<file path="src/rtl/spi_device_pkg.sv">
// spi_device_pkg: shared types and constants for the SPI mode-0 device
// responder and its synchronizer.
package spi_device_pkg;

    typedef enum logic [1:0] {
        ST_IDLE  = 2'd0,
        ST_SHIFT = 2'd1,
        ST_LAST  = 2'd2
    } spi_state_e;

    localparam int DataWidthDef = 8;
    localparam int BitCntWidth  = $clog2(DataWidthDef + 1);

endpackage

</file>
<file path="src/rtl/spi_device_sync.sv">
// spi_device_sync: multi-flop synchronizer for sck/sdi with registered
// sck history for rise/fall detection in the system clock domain.
module spi_device_sync
    import spi_device_pkg::*;
#(
    parameter int SyncStages = 2
) (
    input  logic clk_i,
    input  logic rst_i,
    input  logic sck_i,
    input  logic sdi_i,
    output logic sdi_o,
    output logic rise_o,
    output logic fall_o
);

    logic [SyncStages-1:0] sck_q;
    logic [SyncStages-1:0] sdi_q;
    logic                  sck_prev_q;
    logic                  sck_s;

    assign sck_s  = sck_q[SyncStages-1];
    assign sdi_o  = sdi_q[SyncStages-1];
    assign rise_o = sck_s & ~sck_prev_q;
    assign fall_o = ~sck_s & sck_prev_q;

    // Shift both lines through the synchronizer and remember last sck.
    always_ff @(posedge clk_i) begin
        if (rst_i) begin
            sck_q      <= '0;
            sdi_q      <= '0;
            sck_prev_q <= 1'b0;
        end else begin
            sck_q      <= {sck_q[SyncStages-2:0], sck_i};
            sdi_q      <= {sdi_q[SyncStages-2:0], sdi_i};
            sck_prev_q <= sck_s;
        end
    end

endmodule

</file>
<file path="src/rtl/spi_device_resp.sv">
// spi_device_resp: chip-select-less SPI mode-0 responder, framed by bit
// count with an idle-timeout resync; rx stream out, one-entry tx holding.
module spi_device_resp
    import spi_device_pkg::*;
#(
    parameter int DataWidth   = 8,
    parameter int SyncStages  = 2,
    parameter int IdleTimeout = 64
) (
    input  logic                 clk_sys_i,
    input  logic                 rst_sys_i,
    input  logic                 spi_sck_i,
    input  logic                 spi_sdi_i,
    output logic                 spi_sdo_o,
    output logic [DataWidth-1:0] rx_data_o,
    output logic                 rx_valid_o,
    input  logic                 rx_ready_i,
    input  logic [DataWidth-1:0] tx_data_i,
    input  logic                 tx_valid_i,
    output logic                 tx_ready_o,
    output logic                 rx_overflow_o,
    output logic                 tx_underrun_o,
    output logic                 frame_abort_o,
    output logic                 busy_o
);

    localparam int CntW = $clog2(DataWidth + 1);
    localparam int TmrW = $clog2(IdleTimeout + 1);

    logic sdi_s;
    logic rise;
    logic fall;

    spi_device_sync #(
        .SyncStages(SyncStages)
    ) u_sync (
        .clk_i (clk_sys_i),
        .rst_i (rst_sys_i),
        .sck_i (spi_sck_i),
        .sdi_i (spi_sdi_i),
        .sdi_o (sdi_s),
        .rise_o(rise),
        .fall_o(fall)
    );

    spi_state_e           state_q;
    logic [CntW-1:0]      bit_cnt_q;
    logic [TmrW-1:0]      timer_q;
    logic [TmrW-1:0]      timer_d;
    logic [DataWidth-2:0] shift_rx_q;
    logic [DataWidth-1:0] rx_byte;
    logic [DataWidth-1:0] shift_tx_q;
    logic [DataWidth-1:0] hold_q;
    logic                 hold_valid_q;
    logic                 loaded_q;
    logic [DataWidth-1:0] rx_data_q;
    logic                 rx_valid_q;
    logic                 rx_overflow_q;
    logic                 tx_underrun_q;
    logic                 abort_q;
    logic                 timeout;

    // The final bit goes straight into rx_data, so only DataWidth-1 are kept.
    assign rx_byte = {shift_rx_q, sdi_s};
    assign timer_d = timer_q + 1'b1;
    assign timeout = (state_q != ST_IDLE) && !rise && !fall
                     && (timer_d == TmrW'(IdleTimeout));

    assign spi_sdo_o     = shift_tx_q[DataWidth-1];
    assign rx_data_o     = rx_data_q;
    assign rx_valid_o    = rx_valid_q;
    assign tx_ready_o    = ~hold_valid_q;
    assign rx_overflow_o = rx_overflow_q;
    assign tx_underrun_o = tx_underrun_q;
    assign frame_abort_o = abort_q;
    assign busy_o        = (state_q != ST_IDLE);

    // Frame FSM with tx holding register, rx delivery and sticky flags.
    always_ff @(posedge clk_sys_i) begin
        if (rst_sys_i) begin
            state_q       <= ST_IDLE;
            bit_cnt_q     <= '0;
            timer_q       <= '0;
            shift_rx_q    <= '0;
            shift_tx_q    <= '0;
            hold_q        <= '0;
            hold_valid_q  <= 1'b0;
            loaded_q      <= 1'b0;
            rx_data_q     <= '0;
            rx_valid_q    <= 1'b0;
            rx_overflow_q <= 1'b0;
            tx_underrun_q <= 1'b0;
            abort_q       <= 1'b0;
        end else begin
            abort_q <= 1'b0;
            if (rx_valid_q && rx_ready_i) begin
                rx_valid_q <= 1'b0;
            end
            if (tx_valid_i && !hold_valid_q) begin
                hold_q       <= tx_data_i;
                hold_valid_q <= 1'b1;
            end
            if (timeout) begin
                state_q    <= ST_IDLE;
                bit_cnt_q  <= '0;
                timer_q    <= '0;
                shift_rx_q <= '0;
                loaded_q   <= 1'b0;
                abort_q    <= 1'b1;
            end else begin
                unique case (state_q)
                    ST_IDLE: begin
                        timer_q <= '0;
                        if (rise) begin
                            // A load in this same cycle loses: unloaded.
                            shift_rx_q <= rx_byte[DataWidth-2:0];
                            bit_cnt_q  <= CntW'(1);
                            state_q    <= ST_SHIFT;
                            if (!loaded_q) begin
                                tx_underrun_q <= 1'b1;
                                shift_tx_q    <= '0;
                            end
                        end else if (hold_valid_q && !loaded_q) begin
                            shift_tx_q   <= hold_q;
                            hold_valid_q <= 1'b0;
                            loaded_q     <= 1'b1;
                        end
                    end
                    ST_SHIFT: begin
                        timer_q <= (rise || fall) ? '0 : timer_d;
                        if (fall) begin
                            shift_tx_q <= {shift_tx_q[DataWidth-2:0], 1'b0};
                        end
                        if (rise) begin
                            shift_rx_q <= rx_byte[DataWidth-2:0];
                            bit_cnt_q  <= bit_cnt_q + 1'b1;
                            if (bit_cnt_q == CntW'(DataWidth - 1)) begin
                                state_q <= ST_LAST;
                                if (!rx_valid_q || rx_ready_i) begin
                                    rx_data_q  <= rx_byte;
                                    rx_valid_q <= 1'b1;
                                end else begin
                                    rx_overflow_q <= 1'b1;
                                end
                            end
                        end
                    end
                    ST_LAST: begin
                        timer_q <= (rise || fall) ? '0 : timer_d;
                        if (fall) begin
                            state_q   <= ST_IDLE;
                            loaded_q  <= 1'b0;
                            bit_cnt_q <= '0;
                            timer_q   <= '0;
                        end
                    end
                    default: begin
                        state_q <= ST_IDLE;
                    end
                endcase
            end
        end
    end

endmodule

</file>
<file path="config.mk">
export PLATFORM = sky130hd
export DESIGN_NAME = spi_device_resp
export DESIGN_NICKNAME = d
export VERILOG_FILES = /design/src/rtl/spi_device_pkg.sv /design/src/rtl/spi_device_sync.sv /design/src/rtl/spi_device_resp.sv
export SDC_FILE = /design/constraint.sdc
export NUM_CORES = 1
export LEC_CHECK = 0
export ABC_AREA = 1
export BUFFER_PORTS_ARGS = -buffer_cell sky130_fd_sc_hd__buf_2
export CORE_ASPECT_RATIO = 0.75
export CORE_UTILIZATION = 45
export DETAILED_ROUTE_END_ITERATION = 6
export SLEW_MARGIN = 20
export SYNTH_ARGS = -nofsm -noshare
export SYNTH_HDL_FRONTEND = slang
export SYNTH_HIERARCHICAL = 1
export SYNTH_SLANG_ARGS = --single-unit
</file>
<file path="constraint.sdc">
create_clock -name clk_sys_i -period 1.8 [get_ports clk_sys_i]
set_input_delay 0.27 -clock clk_sys_i [delete_from_list [all_inputs] [get_ports clk_sys_i]]
set_output_delay 0.27 -clock clk_sys_i [all_outputs]
set_load 0.02 [all_outputs]
</file>
==> impl_metrics.ini <==
[critical_path]
path_class = register to primary output
start_kind = register
cp_max_fo = 5
cp_common_cell = inv_1
crit_chain = inv_1 -> ha_1 -> buf_4 -> inv_1 -> buf_2
cp-end-kind = primary output
worst-path-buf-inv = 4
worst_ep_required_time_ns = 1.53
crit_family = buffers and inverters
critPathSlowestCell = dfxtp_1
slowest_delay_ns = 0.41
arrival_ns = 1.46

[synth]
synth_edf_count = 0
synth_top_area_cell = dfxtp_1
yosysWarnings = 6
synth_area_per_cell_um2 = 7.553
syn_inst = 325
synth-seq-cells = 55
synth_area_um2 = 2455
ys.flop_type = dfxtp_1
synth.area.top_cells = dfxtp_1 45%, nor2_1 8.3%, inv_1 6.7%
ys_seq_area_frac = 0.4485
synth_fp_nets = 346
synth_top_area_frac = 0.4485
synth_cell_types = 27
synth_async_sr_flop_share = 0

[placement]
dpl.cell_count = 429
dp_hpwl_um = 3558
port_buffers = 28
place.gp.congestion = 0.7581

[sta]
max_slew_margin = 0.7397
whs_ns = 0.1648
post-route-period-util = 0.9613
worst_slew_pin_slew_ns = 0.3900
drv_slew = 0
tns_ns = 0
setup_violations = 0
clock.fmax_mhz = 577.9
fin_crit_ns = 1.730
rsz0062_at_grt = no
finalHoldViolCount = 0
skew_ns = 0.009720

[route]
drt_iter0_drc = 83
antenna_left = 0
firstDrtPassIters = 4
vias_per_cell = 4.613
via_count = 2016
routed_wl_um = 4899
drc = 0
wire_per_inst_um = 11.21

[clocking]
cts_buffer_depth = 2
clk_pin_slew_ns = 0.10
clock_latency_ns = 0.30
cts_tree = yes
clock_sinks = 55
clockRootBuffer = clkbuf_8
ctsHoldBuffers = 0
htree_levels = 2
cts_buffers = 5

[global_routing]
gr-total-overflow = 0
grt_pass1_wl_um = 8397
grt_start_max_net_pins = 18
grt_pass1_vias = 1807
grt_use_total = 0.1835
antenna_found_initial = 0

[flow_run]
drv_cap = 0

[power_and_ir_drop]
ir_drop_mv = 0.4874
cellLeakagePower_uw = 0.001192
power.density_nw_per_um2 = 778.8

[floorplanning]
die_width_um = 87.29
dieArea_um2 = 5758
rows = 22
coreArea_um2 = 5065
chipHeight_um = 65.97
ioPinCount = 29
start_util = 0.4847

[final_layout]
drive_gt1_frac = 0.2274
area_growth_syn_to_layout_pct = 15.60
nNetsFinal = 386
antenna_cells = 0
layout.cells.non_filler = 437
layout_common_cells = 54 x nor2_1, 54 x dfxtp_1, 43 x inv_1, 40 x nand2_1

[status]
outcome = complete, no violations

[min_path]
hold_path_class = input port to register
path summary, 6_finish.rpt:
kind	cells past startpoint	end	from	slack (ns)
min	3	u_sync/sdi_q[0]	spi_sdi_i	0.16
min reg2reg	2	u_sync/sdi_q[1]	u_sync/sdi_q[0]	0.41
max reg2reg	9	shift_tx_q[2]	state_q[0]	0.13
max	5	busy_o	state_q[0]	0.07
flip-flops by register name, indices dropped and copies added, names as in the netlist:
register,count
bit_cnt_q,4
frame_abort_o,1
hold_q,8
hold_valid_q,1
loaded_q,1
rx_data_o,8
rx_overflow_o,1
rx_valid_o,1
shift_rx_q,7
shift_tx_q,8
state_q,2
timer_q,7
tx_underrun_o,1
u_sync/sck_prev_q,1
u_sync/sck_q,2
u_sync/sdi_q,2
cells by family (layout without fill, tap and decap cells):
logic type / count (synthesis) / in the layout / share of synthesized area
adder cells (fa/ha/maj): 7 / 7 / 0.03568
AO/OA/AOI/OAI: 62 / 62 / 0.1397
multiplexers: 7 / 7 / 0.03211
flip-flops: 55 / 55 / 0.4485
buffers and inverters: 57 / 97 / 0.09633
AND/OR/NAND/NOR: 137 / 137 / 0.2477
timing repair:
action,in CTS,in global routing
setup buffers,0,0
setup endpoints to repair,0,8
gates resized for setup,0,4
worst register-to-register path, cell delays in order (launching register included):
cell and delay, ns:
dfxtp_1 0.41, inv_1 0.09, ha_1 0.22, buf_4 0.16, nor2_1 0.08, a21oi_1 0.06
nand2_2 0.15, clkinvlp_4 0.16, o21ai_0 0.20, a21oi_1 0.05
per-layer routing:
| layer | share of wire | track usage | routed length (µm) | vias up |
|---|---|---|---|---|
| met3 | 0.027 | 0.03745 | 134 | 2 |
| met5 | 0 | 0 | 0 | - |
| met4 | 0.0035 | 0.03074 | 17 | 0 |
| met1 | 0.58 | 0.2736 | 2820 | 878 |
| met2 | 0.39 | 0.2744 | 1928 | 21 |
| li1 | - | - | - | 1115 |
layout make-up:
cell class              instances  area (µm²)
fillers                       523        2227
multi-input cells             213        1120
flip-flops and latches         55        1102
repair buffers                 42       257.7
inverters                      47       180.2
well taps                      72       90.09
clock buffers                   5       68.82
clock inverters                 2       13.76
repair inverters                1       5.005
where the power goes:
part	leakage, µW	internal (µW)	switching, µW
Sequential	0.000449	1270	28.8
Combinational	0.000700	98.4	162
Clock	0.0000440	267	381
Total	0.00119	1640	571
Yosys cell counts (all sizes together), types with 4 or more instances:
cell and instances:
nor2 70, dfxtp 55, inv 46, nand2 42
o21ai 29, a21oi 24, nand3 16, ha 7
mux2 7, a22oi 6, buf 6, nand4 5
clkbuf 4
metrics by stage:
step / area, µm² / power, µW / utilization / setup WS, ns
after floorplan: 2455 / 1496 / - / 0.2742
after global placement: 2743 / 1575 / 0.5415 / 0.1580
after detailed placement: 2743 / 1577 / 0.5415 / 0.1293
after CTS: 2825 / 2226 / 0.5578 / 0.06844
after global routing: 2838 / 2324 / 0.5603 / 0.004465
final: 2838 / 2210 / 0.5603 / 0.06970
Power figures use the tool's default switching activity.
